## config.mk

```make
export PLATFORM = sky130hd
export DESIGN_NAME = find_extrema_pipe
export DESIGN_NICKNAME = d
export VERILOG_FILES = /design/src/rtl/find_extrema_pipe.sv
export SDC_FILE = /design/constraint.sdc
export NUM_CORES = 1
export LEC_CHECK = 0
export ABC_CLOCK_PERIOD_IN_PS = 5910
export CORE_UTILIZATION = 45
export CTS_BUF_LIST = sky130_fd_sc_hd__clkbuf_8
export DETAILED_ROUTE_END_ITERATION = 16
export GPL_TIMING_DRIVEN = 0
export PLACE_DENSITY = 0.68
export SETUP_SLACK_MARGIN = 0.05
export SKIP_CTS_REPAIR_TIMING = 1
export SLEW_MARGIN = 10
export SYNTH_ARGS = -nofsm -noshare
export SYNTH_HDL_FRONTEND = slang
export SYNTH_SLANG_ARGS = --single-unit
```

## constraint.sdc

```tcl
create_clock -name clk -period 5.91 [get_ports clk]
set_input_delay 0.8865 -clock clk [delete_from_list [all_inputs] [get_ports clk]]
set_output_delay 0.8865 -clock clk [all_outputs]
set_load 0.02 [all_outputs]
```

## src/rtl/find_extrema_pipe.sv

```systemverilog
// find_extrema_pipe: pipelined max/min finder with argmax/argmin and range.
// Two registered comparator trees; lower channel index wins ties in both trees.
module find_extrema_pipe #(
    parameter int WIDTH  = 10,
    parameter int NUM_CH = 3,
    parameter bit SIGNED = 1'b0,
    parameter int IDX_W  = $clog2(NUM_CH)
) (
    input  logic                    clk,
    input  logic                    rst,
    input  logic                    ce,
    input  logic                    in_valid,
    input  logic [NUM_CH*WIDTH-1:0] in_data,
    output logic                    out_valid,
    output logic [WIDTH-1:0]        max_val,
    output logic [IDX_W-1:0]        max_idx,
    output logic [WIDTH-1:0]        min_val,
    output logic [IDX_W-1:0]        min_idx,
    output logic [WIDTH:0]          range
);
    localparam int LV = $clog2(NUM_CH);

    function automatic logic ge(input logic [WIDTH-1:0] a, input logic [WIDTH-1:0] b);
        return SIGNED ? ($signed(a) >= $signed(b)) : (a >= b);
    endfunction

    function automatic logic le(input logic [WIDTH-1:0] a, input logic [WIDTH-1:0] b);
        return SIGNED ? ($signed(a) <= $signed(b)) : (a <= b);
    endfunction

    // node count feeding level l
    function automatic int cnt(input int l);
        return (NUM_CH + (1 << l) - 1) >> l;
    endfunction

    // one spare slot per level lets the odd pass-through read index NUM_CH safely
    logic [WIDTH-1:0] w_mx  [LV][NUM_CH+1];
    logic [WIDTH-1:0] w_mn  [LV][NUM_CH+1];
    logic [IDX_W-1:0] w_mxi [LV][NUM_CH+1];
    logic [IDX_W-1:0] w_mni [LV][NUM_CH+1];
    logic [WIDTH-1:0] w_nmx [LV][NUM_CH];
    logic [WIDTH-1:0] w_nmn [LV][NUM_CH];
    logic [IDX_W-1:0] w_nmxi[LV][NUM_CH];
    logic [IDX_W-1:0] w_nmni[LV][NUM_CH];
    logic [WIDTH-1:0] r_mx  [LV][NUM_CH];
    logic [WIDTH-1:0] r_mn  [LV][NUM_CH];
    logic [IDX_W-1:0] r_mxi [LV][NUM_CH];
    logic [IDX_W-1:0] r_mni [LV][NUM_CH];
    logic [LV:0]      r_vld;
    logic [WIDTH:0]   w_emx;
    logic [WIDTH:0]   w_emn;

    always_comb begin
        for (int l = 0; l < LV; l++) begin
            for (int j = 0; j <= NUM_CH; j++) begin
                w_mx[l][j]  = '0;
                w_mn[l][j]  = '0;
                w_mxi[l][j] = '0;
                w_mni[l][j] = '0;
            end
            for (int j = 0; j < NUM_CH; j++) begin
                w_nmx[l][j]  = '0;
                w_nmn[l][j]  = '0;
                w_nmxi[l][j] = '0;
                w_nmni[l][j] = '0;
            end
        end
        for (int j = 0; j < NUM_CH; j++) begin
            w_mx[0][j]  = in_data[j*WIDTH +: WIDTH];
            w_mn[0][j]  = in_data[j*WIDTH +: WIDTH];
            w_mxi[0][j] = IDX_W'(j);
            w_mni[0][j] = IDX_W'(j);
        end
        for (int l = 1; l < LV; l++) begin
            for (int j = 0; j < NUM_CH; j++) begin
                w_mx[l][j]  = r_mx[l-1][j];
                w_mn[l][j]  = r_mn[l-1][j];
                w_mxi[l][j] = r_mxi[l-1][j];
                w_mni[l][j] = r_mni[l-1][j];
            end
        end
        for (int l = 0; l < LV; l++) begin
            for (int j = 0; j < (NUM_CH + 1) / 2; j++) begin
                if (2*j + 1 < cnt(l)) begin
                    w_nmx[l][j]  = ge(w_mx[l][2*j], w_mx[l][2*j+1]) ? w_mx[l][2*j]  : w_mx[l][2*j+1];
                    w_nmxi[l][j] = ge(w_mx[l][2*j], w_mx[l][2*j+1]) ? w_mxi[l][2*j] : w_mxi[l][2*j+1];
                    w_nmn[l][j]  = le(w_mn[l][2*j], w_mn[l][2*j+1]) ? w_mn[l][2*j]  : w_mn[l][2*j+1];
                    w_nmni[l][j] = le(w_mn[l][2*j], w_mn[l][2*j+1]) ? w_mni[l][2*j] : w_mni[l][2*j+1];
                end else if (2*j < cnt(l)) begin
                    w_nmx[l][j]  = w_mx[l][2*j];
                    w_nmxi[l][j] = w_mxi[l][2*j];
                    w_nmn[l][j]  = w_mn[l][2*j];
                    w_nmni[l][j] = w_mni[l][2*j];
                end
            end
        end
    end

    assign w_emx = SIGNED ? {r_mx[LV-1][0][WIDTH-1], r_mx[LV-1][0]} : {1'b0, r_mx[LV-1][0]};
    assign w_emn = SIGNED ? {r_mn[LV-1][0][WIDTH-1], r_mn[LV-1][0]} : {1'b0, r_mn[LV-1][0]};

    always_ff @(posedge clk) begin
        if (rst) begin
            r_mx      <= '{default: '0};
            r_mn      <= '{default: '0};
            r_mxi     <= '{default: '0};
            r_mni     <= '{default: '0};
            r_vld     <= '0;
            max_val   <= '0;
            max_idx   <= '0;
            min_val   <= '0;
            min_idx   <= '0;
            range     <= '0;
        end else if (ce) begin
            r_mx      <= w_nmx;
            r_mn      <= w_nmn;
            r_mxi     <= w_nmxi;
            r_mni     <= w_nmni;
            r_vld     <= {r_vld[LV-1:0], in_valid};
            max_val   <= r_mx[LV-1][0];
            max_idx   <= r_mxi[LV-1][0];
            min_val   <= r_mn[LV-1][0];
            min_idx   <= r_mni[LV-1][0];
            range     <= w_emx - w_emn;
        end
    end

    assign out_valid = r_vld[LV];
endmodule
```

==> reports/metrics.cfg <==
[route]
wl_microns=12700
highest_layer=met4
num_vias=4005
dr.pass1.iters=4
post_drt_via_cell_ratio=5.31
post_drt_wl_per_cell_microns=16.8
dr_wl_met2_microns=6170
drc_errors=0
wl_met3_microns=692
ant_nets=0
drt_iter0_drc=183
met1_length_microns=5610

[floorplan]
fp.coreArea_sq_um=10500
initial_utilization=0.473
fp-row-count=37
die_y_microns=107
fp.dieArea_sq_um=11500
die_w_microns=107
io_pins=70

[critical_path]
critical_path_arrival_ns=3.22
crit_type=primary input to flip-flop
cp.required_ns=6.16
cp-end-kind=flip-flop
crit_fanout=10
start_kind=primary input

[yosys]
async_flop_share=0
synth_compound_area_frac=0.152
synth-simple-area-share=0.144
syn-cell-area_sq_um=4970
synth_mux_area_frac=0.141
ys.flop_type=dfxtp_1
yosysUniqueCellTypes=53
ys_ff_latch=95
synth_top_area_cell=dfxtp_1
netlist_top_cells_area=dfxtp_1 38%, mux2i_1 14%, ha_1 10%
synth_top_family_by_area=compound AO/OA/AOI/OAI gates
avgSynthCellArea_sq_um=9.28
synth_top_area_frac=0.383
ys_warn_count=0
synth-xor-area-share=0.00882
synth_edf_count=0
synth-adder-area-share=0.105
netlist_instances=535
syn_nets=610
synth_seq_area_share=0.383

[place]
io_buffers=67
place_hpwl_microns=10000
place_congestion=0.912
pre_cts_slack_ns=2.56

[flow_run]
maxCapViolations=0

[clock_tree]
clock_path_buffers=2
cts.reportedPaths.clkPinSlew_ns=0.09
clock_sinks=95
clk_latency_ns=0.38
cts_root_buffer=clkbuf_8
cts_tree=built
htree_num_levels=3
cts_buffers=9

[final_layout]
finalNetCount=688
areaGrowthSynthToFinish_pct=20.8
diodes=0
final_core_util=0.571
drive_above_1_share=0.0663

[global_routing]
grt_overflow_total=0
grt_use_total=0.236
grt_max_degree=15
first_global_vias=3870
grt_pass1_wl_microns=20400
antenna_found_initial=0

[sta]
setup_slack_ns=2.94
fin_worst_skew_ns=0.0134
fmax_mhz=337
fin_crit_ns=2.97
fin_tns_setup_ns=0
hold_viol_final=0
rsz0062_at_grt=no
finalSetupViolCount=0
slew_violations=0
timing.final.crit_share=0.502
slew_headroom=0.513
worstMarginPinSlew_ns=0.730

[power]
irDropWorstVdd_uv=104
p_leak_nw=2.61
power_density_nw_per_um2=275

[worst_hold_path]
min_path_type=flip-flop to flip-flop

[outcome]
status=complete, no violations

worst paths after layout:
path / slack [ns] / to / startpoint / cells past startpoint
min: 0.48 / range[8] / range[8] / 2
min reg2reg: 0.48 / range[8] / range[8] / 2
max reg2reg: 3.46 / r_mn[27] / r_mx[46] / 9
max: 2.94 / r_mx[59] / in_data[15] / 10
worst max-delay path: stages:
cell	delay, ns
clkdlybuf4s50_1	0.45
inv_1	0.05
ha_1	0.31
a21oi_1	0.20
o21ai_2	0.11
a2111oi_4	0.49
and2b_4	0.25
buf_12	0.14
mux2i_1	0.27
nor3_2	0.07
per-stage QoR:
stage	power, mW	hold WS, ns	std cells	area (sq um)
4_1_cts	1.65	0.476	754	6000
5_1_grt	1.74	0.486	754	6000
3_3_place_gp	1.22	0.446	738	5810
2_1_floorplan	1.08	0.435	535	4970
6_report	1.65	0.477	754	6000
3_5_place_dp	1.23	0.461	738	5810
power by group:
group / leakage, nW / switching [mW] / total, mW / internal (mW)
sequential: 0.782 / 0.0425 / 0.739 / 0.696
clock: 0.106 / 0.224 / 0.426 / 0.202
combinational: 1.72 / 0.260 / 0.484 / 0.224
total: 2.61 / 0.526 / 1.65 / 1.12
cell usage after synthesis, types with 2 or more instances:
library cell   count
nand3_1            4
xor2_1             3
o31ai_1            2
and3_1             2
dlygate4sd1_1      2
buf_1              4
nor2b_1            2
o211ai_2           2
o21bai_1           2
o21ai_0           19
a221oi_1           3
ha_1              40
xnor2_1            2
o21a_1             2
nand2b_1          10
nand3b_1           2
clkbuf_1          14
a21o_1            17
mux2i_1           70
nand4_1            3
buf_6              3
nor3_1            20
dfxtp_1           95
buf_2              6
inv_1             38
or2b_1             3
a211oi_1          19
nor2_1            82
nand2_1           21
a21oi_1           14
a221oi_2           7
metal layers:
layer / up-vias / global-route usage
li1: 2025 / -
met1: 1849 / 0.301
met2: 116 / 0.406
met3: 15 / 0.0340
met4: 0 / 0.0822
met5: - / 0
state kept, by name, summed over array words and instances (netlist names), 3 cells and up:
| signal | flops |
|---|---|
| r_mni | 4 |
| r_mxi | 3 |
| range | 11 |
| r_mx | 30 |
| max_val | 10 |
| r_vld | 3 |
| r_mn | 20 |
| min_val | 10 |
kinds of logic after synthesis:
family | after synthesis
AND/OR/NAND/NOR | 156
AO/OA/AOI/OAI | 98
flip-flops | 95
buffers and inverters | 70
multiplexers | 70
adder cells (fa/ha/maj) | 41
XOR/XNOR | 5
final cells by class:
class / instances / area, sq um
Sequential cell: 95 / 1900
Fill cell: 971 / 4510
Buffer: 32 / 189
Tap cell: 136 / 170
Multi-Input combinational cell: 370 / 2730
Clock inverter: 6 / 53.8
Inverter: 38 / 143
Timing Repair Buffer: 67 / 671
Clock buffer: 10 / 138
layout by cell type (no fill, tap or decap), types with 2 or more instances in the layout:
cell type / n
a211oi_1: 19
a21o_1: 17
a21oi_1: 14
a221oi_1: 3
a221oi_2: 7
and3_1: 2
buf_1: 4
buf_2: 6
buf_6: 3
clkbuf_1: 14
clkbuf_8: 10
clkdlybuf4s50_1: 67
dfxtp_1: 95
dlygate4sd1_1: 2
ha_1: 40
inv_1: 41
mux2i_1: 70
nand2_1: 21
nand2b_1: 10
nand3_1: 4
nand3b_1: 2
nand4_1: 3
nor2_1: 82
nor2b_1: 2
nor3_1: 20
o211ai_2: 2
o21a_1: 2
o21ai_0: 19
o21bai_1: 2
o31ai_1: 2
or2b_1: 3
xnor2_1: 2
xor2_1: 3
(Power assumes the default switching activity.)
